$ cat src/rtl/booth_digit_gen_pkg.sv
// Shared radix-4 Booth definitions: FSM states, zero-window encodings and sel decode helpers.
package booth_pkg;

  typedef enum logic {IDLE, EMIT} booth_state_t;

  localparam logic [2:0] BOOTH_ZERO_P = 3'b000;
  localparam logic [2:0] BOOTH_ZERO_N = 3'b111;

  // Windows 100/101/110 select a negative multiple: the PP is inverted and needs a +1.
  function automatic logic booth_neg(input logic [2:0] sel);
    return (sel == 3'b100) || (sel == 3'b101) || (sel == 3'b110);
  endfunction

  function automatic logic booth_is_zero(input logic [2:0] sel);
    return (sel == BOOTH_ZERO_P) || (sel == BOOTH_ZERO_N);
  endfunction

endpackage

$ cat src/rtl/booth_digit_gen.sv
// Sequential radix-4 Booth recoder streaming one digit per handshake.
// Optional BOOTH_SKIP_ZERO_EN: zero-PP digits before the last are consumed internally, not emitted.
module booth_digit_gen
  import booth_pkg::*;
#(
  parameter  int N    = 10,
  localparam int NDIG = (N + 1) / 2,
  localparam int IW   = (NDIG > 1) ? $clog2(NDIG) : 1
) (
  input  logic          clk,
  input  logic          rst,
  input  logic          in_valid,
  output logic          in_ready,
  input  logic [N-1:0]  B_in,
  output logic          out_valid,
  input  logic          out_ready,
  output logic [2:0]    sel,
  output logic          neg,
  output logic [IW-1:0] digit_idx,
  output logic          last
);

  localparam int SW = 2 * NDIG + 1;

  booth_state_t      state, state_n;
  logic [SW-1:0]     sr, sr_n;
  logic [IW-1:0]     k, k_n;
  logic              valid_n, last_n, load, adv;
  logic [2*NDIG-1:0] b_ext;

  assign b_ext     = (2*NDIG)'($signed(B_in));
  assign in_ready  = ~rst & ((state == IDLE) | (out_valid & out_ready & last));
  assign sel       = sr[2:0];
  assign digit_idx = k;

  always_comb begin
    state_n = state;
    sr_n    = sr;
    k_n     = k;
    load    = in_valid & in_ready;
    // An EMIT cycle with out_valid low is an internal skip cycle and always advances.
    adv     = (state == EMIT) & (~out_valid | out_ready);
    if (load) begin
      state_n = EMIT;
      sr_n    = {b_ext, 1'b0};
      k_n     = '0;
    end else if (adv) begin
      if (last) begin
        state_n = IDLE;
      end else begin
        sr_n = {sr[SW-1], sr[SW-1], sr[SW-1:2]};
        k_n  = k + 1'b1;
      end
    end
    last_n = (state_n == EMIT) && (k_n == IW'(NDIG - 1));
`ifdef BOOTH_SKIP_ZERO_EN
    valid_n = (state_n == EMIT) & (last_n | ~booth_is_zero(sr_n[2:0]));
`else
    valid_n = (state_n == EMIT);
`endif
  end

  always_ff @(posedge clk) begin
    if (rst) begin
      state     <= IDLE;
      sr        <= '0;
      k         <= '0;
      out_valid <= 1'b0;
      neg       <= 1'b0;
      last      <= 1'b0;
    end else begin
      state     <= state_n;
      sr        <= sr_n;
      k         <= k_n;
      out_valid <= valid_n;
      neg       <= booth_neg(sr_n[2:0]);
      last      <= last_n;
    end
  end

endmodule
$ cat config.mk
export PLATFORM = sky130hd
export DESIGN_NAME = booth_digit_gen
export DESIGN_NICKNAME = d
export VERILOG_FILES = /design/src/rtl/booth_digit_gen_pkg.sv /design/src/rtl/booth_digit_gen.sv
export SDC_FILE = /design/constraint.sdc
export NUM_CORES = 1
export LEC_CHECK = 0
export CAP_MARGIN = 20
export CORE_MARGIN = 1
export CORE_UTILIZATION = 46
export DETAILED_ROUTE_END_ITERATION = 16
export GPL_ROUTABILITY_DRIVEN = 0
export PLACE_DENSITY = 0.77
export SYNTH_ARGS = -nofsm -noshare
export SYNTH_HDL_FRONTEND = slang
export SYNTH_SLANG_ARGS = --single-unit
$ cat constraint.sdc
create_clock -name clk -period 1.51 [get_ports clk]
set_input_delay 0.302 -clock clk [delete_from_list [all_inputs] [get_ports clk]]
set_output_delay 0.302 -clock clk [all_outputs]
set_load 0.05 [all_outputs]
==> impl_metrics.env, run 1 <==
export IMPL_viasPerCell=4.93
export IMPL_fin_worst_skew_ns=0.00634
export IMPL_critPathSlowestCell="clkdlybuf4s50_1"
export IMPL_ctsHoldBuffers=0
export IMPL_numClockSinks=17
export IMPL_cts_buffers=3
export IMPL_layout_common_cells="nor2_1 (16), dfxtp_1 (15), clkdlybuf4s50_1 (12), buf_4 (12), mux2i_1 (11)"
export IMPL_die_h_um=45.2
export IMPL_layout_commonest_cell="nor2_1"
export IMPL_hp_class="flip-flop to flip-flop"
export IMPL_yosys_area_top_type="dfxtp_1"
export IMPL_antenna_cells=0
export IMPL_syn_inst=81
export IMPL_run_status="finished clean"
export IMPL_cts_clk_slew_worst_paths_ns=0.10
export IMPL_seqPwrFrac=0.501
export IMPL_antenna_found_initial=0
export IMPL_yosysWarnings=0
export IMPL_cts_buffer_depth=2
export IMPL_die_area_mm2=0.00204
export IMPL_start_util=0.491
export IMPL_worstPathRequired_ns=1.21
export IMPL_vdd_drop_max_v=0.000573
export IMPL_fin_setup_tns_ns=0
export IMPL_drive_above_1_share=0.395
export IMPL_crit_fanout=2
export IMPL_dpl_hpwl_um=1200
export IMPL_syn_area_um2=857
export IMPL_worst_slack_ns=0.0778
export IMPL_tightest_slew_ns=0.273
export IMPL_num_vias=685
export IMPL_yosysTopAreaCellShare=0.397
export IMPL_fin_nets=130
export IMPL_grt_overflow_total=0
export IMPL_combPwrFrac=0.253
export IMPL_finalNonFillerCells=139
export IMPL_drt_pass1_iter_count=4
export IMPL_clkPwrFrac=0.246
export IMPL_synth_cell_type_count=25
export IMPL_leakagePower_nw=0.573
export IMPL_cp_arrival_ns=1.13
export IMPL_drtIter0Drc=4
export IMPL_syn_num_nets=96
export IMPL_wl_um=1480
export IMPL_htree_levels=1
export IMPL_critical_path_top_delay_family="buffers and inverters"
export IMPL_crit_buf_inv=3
export IMPL_grt_start_max_net_pins=18
export IMPL_holdWs_ns=0.555
export IMPL_swShare=0.281
export IMPL_p_switching_mw=0.275
export IMPL_ys_ff_latch=17
export IMPL_core_area_mm2=0.00175
export IMPL_grt_pass1_wl_um=2640
export IMPL_slew_headroom=0.813
export IMPL_route_detailed_drc=0
export IMPL_io_pins=24
export IMPL_rows=15
export IMPL_slowest_delay_ns=0.42
export IMPL_finalCritPeriodShare=0.949
export IMPL_grt_pass1_vias=647
export IMPL_cp_cell_sequence="clkdlybuf4s50_1, buf_4, nor2_4, buf_12"
export IMPL_cts_tree="done"
export IMPL_ant_nets=0
export IMPL_power_total_mw=0.979
export IMPL_critPathLaunchType="primary input"
export IMPL_rsz0062_at_grt="no"
export IMPL_fmax_mhz=698
export IMPL_dp_cells=135
export IMPL_slew_violations=0
export IMPL_synthTopCellsByArea="dfxtp_1 (40%), mux2i_1 (13%), a211oi_2 (12%), nor2_1 (7.4%), buf_4 (2.6%)"
export IMPL_p_int_mw=0.703
export IMPL_port_buffers=23
export IMPL_track_usage=0.176
export IMPL_areaGrowthSynthToFinish_pct=52.6
export IMPL_syn_avg_cell_area_um2=10.6
export IMPL_end_kind="output port"
export IMPL_die_w_um=45.2
export IMPL_finalSetupViolations=0
export IMPL_fin_crit_ns=1.43
export IMPL_crit_type="primary input to output port"
export IMPL_wire_per_inst_um=10.6
export IMPL_clockRootBuffer="clkbuf_4"
export IMPL_p_per_area_mw_per_mm2=748
export IMPL_cap_viol_max_count=0
export IMPL_clk_latency_ns=0.29
export IMPL_preCtsSetupSlack_ns=-0.261
export IMPL_synth_seq_area_share=0.397
export IMPL_hold_viol_final=0
layout make-up:
class	count	area [um^2]
clock buffer	3	22.5
clock inverter	1	5.00
fill	132	438
inverter	3	11.3
multi-input combinational	55	475
sequential	17	343
tap	25	31.3
timing repair buffer	35	419
cell families (layout without fill, tap and decap cells):
group / Yosys count / count (layout) / synth area share
compound gates: 14 / 14 / 0.178
xor+xnor: 3 / 3 / 0.0307
fa+ha+maj: 1 / 1 / 0.0146
buf+inv: 9 / 42 / 0.0701
flops: 17 / 17 / 0.397
mux: 12 / 12 / 0.145
simple gates: 25 / 25 / 0.165
Yosys cell counts:
cell type / number
a211oi_2: 8
a21bo_2: 1
a21boi_0: 1
and4_1: 1
buf_1: 1
buf_4: 3
buf_6: 2
dfxtp_1: 17
ha_1: 1
inv_1: 3
mux2i_1: 11
mux2i_2: 1
nand2_1: 1
nand2_2: 1
nand3_4: 1
nand3b_1: 2
nand3b_4: 1
nor2_1: 17
nor2_2: 1
o21ai_0: 1
o22ai_1: 1
o31ai_1: 1
o32ai_2: 1
xnor2_1: 2
xor2_1: 1
worst paths after layout:
| check | startpoint | endpoint | slack, ns | cells after the start |
|---|---|---|---|---|
| worst max register to register | last$_SDFF_PP0_ | neg$_SDFF_PP0_ | 0.16 | 4 |
| worst min-delay path | sr[10]$_SDFFE_PP0P_ | sr[10]$_SDFFE_PP0P_ | 0.55 | 2 |
| worst max-delay path | rst | in_ready | 0.08 | 4 |
| worst min register to register | sr[10]$_SDFFE_PP0P_ | sr[10]$_SDFFE_PP0P_ | 0.55 | 2 |
layer usage:
metal | global-route usage | wire [um] | vias to the layer above
met5 | 0 | 0 | -
met4 | 0.0545 | 0 | 0
met3 | 0.0360 | 39 | 0
met2 | 0.304 | 796 | 13
met1 | 0.219 | 642 | 323
li1 | - | - | 349
state kept, by name, indices dropped and copies added (netlist names):
name       count
last           1
neg            1
state          1
digit_idx      3
sr            11
power groups by stage:
stage | Sequential (mW) | Clock [mW] | Combinational (mW)
5_1_grt | 0.494 | 0.271 | 0.265
3_3_place_gp | 0.500 | 0 | 0.242
3_5_place_dp | 0.501 | 0 | 0.248
6_report | 0.490 | 0.240 | 0.248
2_1_floorplan | 0.513 | 0 | 0.121
4_1_cts | 0.491 | 0.252 | 0.248
worst min-delay path: stages, from the launching register on:
cell and delay, ns:
dfxtp_1 0.33, mux2i_1 0.13, nor2_1 0.05
repair_timing:
action,CTS,global route
hold endpoints to repair,0,0
pin swaps,1,0
endpoints found under the setup margin,1,1
gates cloned,0,0
gates resized for setup,3,1
setup buffers,0,0
per-stage QoR:
| stage | util | instance area, um^2 |
|---|---|---|
| after floorplan | - | 867 |
| after global placement | 0.728 | 1270 |
| after detailed placement | 0.728 | 1270 |
| after CTS | 0.745 | 1300 |
| after global routing | 0.749 | 1310 |
| final | 0.749 | 1310 |
Power figures use the tool's default switching activity.
==> run 2: changes to the inputs <==
Settings changed: CORE_MARGIN 1 to unset, CORE_UTILIZATION 46 to 48, CTS_BUF_LIST set to sky130_fd_sc_hd__clkbuf_2 sky130_fd_sc_hd__clkbuf_4 sky130_fd_sc_hd__clkbuf_8, PLACE_DENSITY 0.77 to 0.8.
==> run 2 against run 1 <==
  * Wire length up 8.6%
  * Flip-flop and latch count is the same
  * Final area fell by 1.3%
  * Sequential power about the same
  * Critical path depth shrank 1
  * Sequential share of layout area up 0.36 points
  * Core utilization is 6.0 points higher
  * Worst setup slack worse by 0.018 ns
==> impl_metrics.env, run 2 (synthesized netlist as in run 1, its figures left out) <==
export IMPL_run_status="finished clean"
export IMPL_viasPerCell=5.06
export IMPL_finalNonFillerCells=136
export IMPL_cts_clk_slew_worst_paths_ns=0.10
export IMPL_critical_path_top_delay_family="flip-flops"
export IMPL_fmax_mhz=690
export IMPL_critPathSlowestCell="dfxtp_2"
export IMPL_drt_pass1_iter_count=6
export IMPL_regArea_um2=343
export IMPL_dpl_hpwl_um=1220
export IMPL_ff2ff_path_depth=4
export IMPL_core_area_mm2=0.00159
export IMPL_crit_fanout=5
export IMPL_areaGrowthSynthToFinish_pct=50.5
export IMPL_reg2reg_to="neg$_SDFF_PP0_"
export IMPL_wl_um=1610
export IMPL_route_detailed_drc=0
export IMPL_startpoint="state$_SDFF_PP0_"
export IMPL_r2r_slack_ns=0.23
export IMPL_leakagePower_nw=0.566
export IMPL_rows=14
export IMPL_largest_reg_flops=11
export IMPL_n_fill_cell=97
export IMPL_clk_latency_ns=0.30
export IMPL_place_area_mm2=0.00125
export IMPL_vdd_drop_max_v=0.000657
export IMPL_cp_arrival_ns=1.15
export IMPL_start_util=0.538
export IMPL_hp_class="primary input to flip-flop"
export IMPL_preCtsSetupSlack_ns=-0.252
export IMPL_fin_nets=128
export IMPL_die_h_um=44.3
export IMPL_htree_levels=1
export IMPL_finalSetupViolations=0
export IMPL_grt_pass1_wl_um=2760
export IMPL_cap_viol_max_count=0
export IMPL_crit_buf_inv=1
export IMPL_slew_headroom=0.818
export IMPL_hp_start="rst"
export IMPL_antenna_found_initial=0
export IMPL_fin_crit_ns=1.45
export IMPL_fin_worst_skew_ns=0.00998
export IMPL_clockRootBuffer="clkbuf_4"
export IMPL_hold_viol_final=0
export IMPL_numClockSinks=17
export IMPL_cp_cell_sequence="a21boi_4, nor2_4, buf_12"
export IMPL_top_register="sr"
export IMPL_antenna_cells=0
export IMPL_grt_overflow_total=0
export IMPL_cp_depth=3
export IMPL_wire_per_inst_um=11.8
export IMPL_cp_endpoint="in_ready"
export IMPL_crit_type="flip-flop to output port"
export IMPL_worst_slack_ns=0.0598
export IMPL_io_pins=24
export IMPL_whs_path_depth=3
export IMPL_layout_common_cells="nor2_1 (16), dfxtp_1 (15), mux2i_1 (11), clkdlybuf4s50_1 (11)"
export IMPL_cts_tree="done"
export IMPL_end_kind="output port"
export IMPL_critPathLaunchType="flip-flop"
export IMPL_tightest_slew_ns=0.273
export IMPL_grt_pass1_vias=657
export IMPL_slew_violations=0
export IMPL_num_vias=688
export IMPL_port_buffers=23
export IMPL_drtIter0Drc=6
export IMPL_die_w_um=44.3
export IMPL_finalCritPeriodShare=0.960
export IMPL_cts_buffers=3
export IMPL_cts_buffer_depth=2
export IMPL_p_per_area_mw_per_mm2=767
export IMPL_slowest_delay_ns=0.43
export IMPL_dp_cells=132
export IMPL_ant_nets=0
export IMPL_track_usage=0.195
export IMPL_final_area_mm2=0.00129
export IMPL_layout_commonest_cell="nor2_1"
export IMPL_drive_above_1_share=0.384
export IMPL_grt_start_max_net_pins=18
export IMPL_multi_input_area_um2=475
export IMPL_postCtsSetupRepairBufs=0
export IMPL_worstPathRequired_ns=1.21
export IMPL_die_area_mm2=0.00196
export IMPL_rsz0062_at_grt="no"
export IMPL_timing_rr_start="last$_SDFF_PP0_"
export IMPL_ctsHoldBuffers=0
-- run 2: worst register-to-register path: cells and delay by family, from the launching register on --
family | cells | cell delay (ns)
flops | 1 | 0.42
simple gates | 2 | 0.32
mux | 1 | 0.27
compound gates | 1 | 0.20
-- run 2: cell type report --
cell class / count / area share
Tap cell: 24 / 0.0233
Multi-Input combinational cell: 55 / 0.369
Clock inverter: 1 / 0.00388
Clock buffer: 3 / 0.0175
Inverter: 3 / 0.00873
Sequential cell: 17 / 0.266
Timing Repair Buffer: 33 / 0.312
-- run 2: worst min-delay path by stage --
stage,to,slack (ns)
final,sr[8]$_SDFFE_PP0P_,0.53
after floorplan,sr[4]$_SDFFE_PP0P_,0.37
after global placement,sr[10]$_SDFFE_PP0P_,0.52
after detailed placement,sr[10]$_SDFFE_PP0P_,0.53
after CTS,sr[8]$_SDFFE_PP0P_,0.49
after global routing,sr[8]$_SDFFE_PP0P_,0.52
-- run 2: layer usage --
layer	part of all wire	GRT usage	vias up	wire, um
met5	0	0	-	0
met4	0.0093	0.127	0	15
met3	0.024	0.0245	2	38
met2	0.52	0.321	18	838
met1	0.44	0.238	323	713
li1	-	-	345	-
-- run 2: stage by stage --
step / TNS (ns) / util / hold WS (ns) / power, mW
floorplan: 0 / - / 0.367 / 0.634
detailed placement: -2.98 / 0.786 / 0.528 / 0.746
CTS: 0 / 0.805 / 0.492 / 0.994
global route: 0 / 0.809 / 0.516 / 1.04
finish: 0 / 0.809 / 0.528 / 0.989
global placement: -2.56 / 0.786 / 0.523 / 0.740
-- run 2: what timing repair did --
item | in CTS | in global routing
cloned | 0 | 0
endpoints found under the setup margin | 1 | 1
pin swaps | 1 | 0
gates resized for setup | 4 | 1
-- run 2: power breakdown --
part	total, mW	switching, mW	leakage (nW)	internal (mW)
sequential	0.492	0.0196	0.140	0.472
clock	0.252	0.154	0.0177	0.0986
combinational	0.245	0.115	0.408	0.130
total	0.989	0.288	0.566	0.701
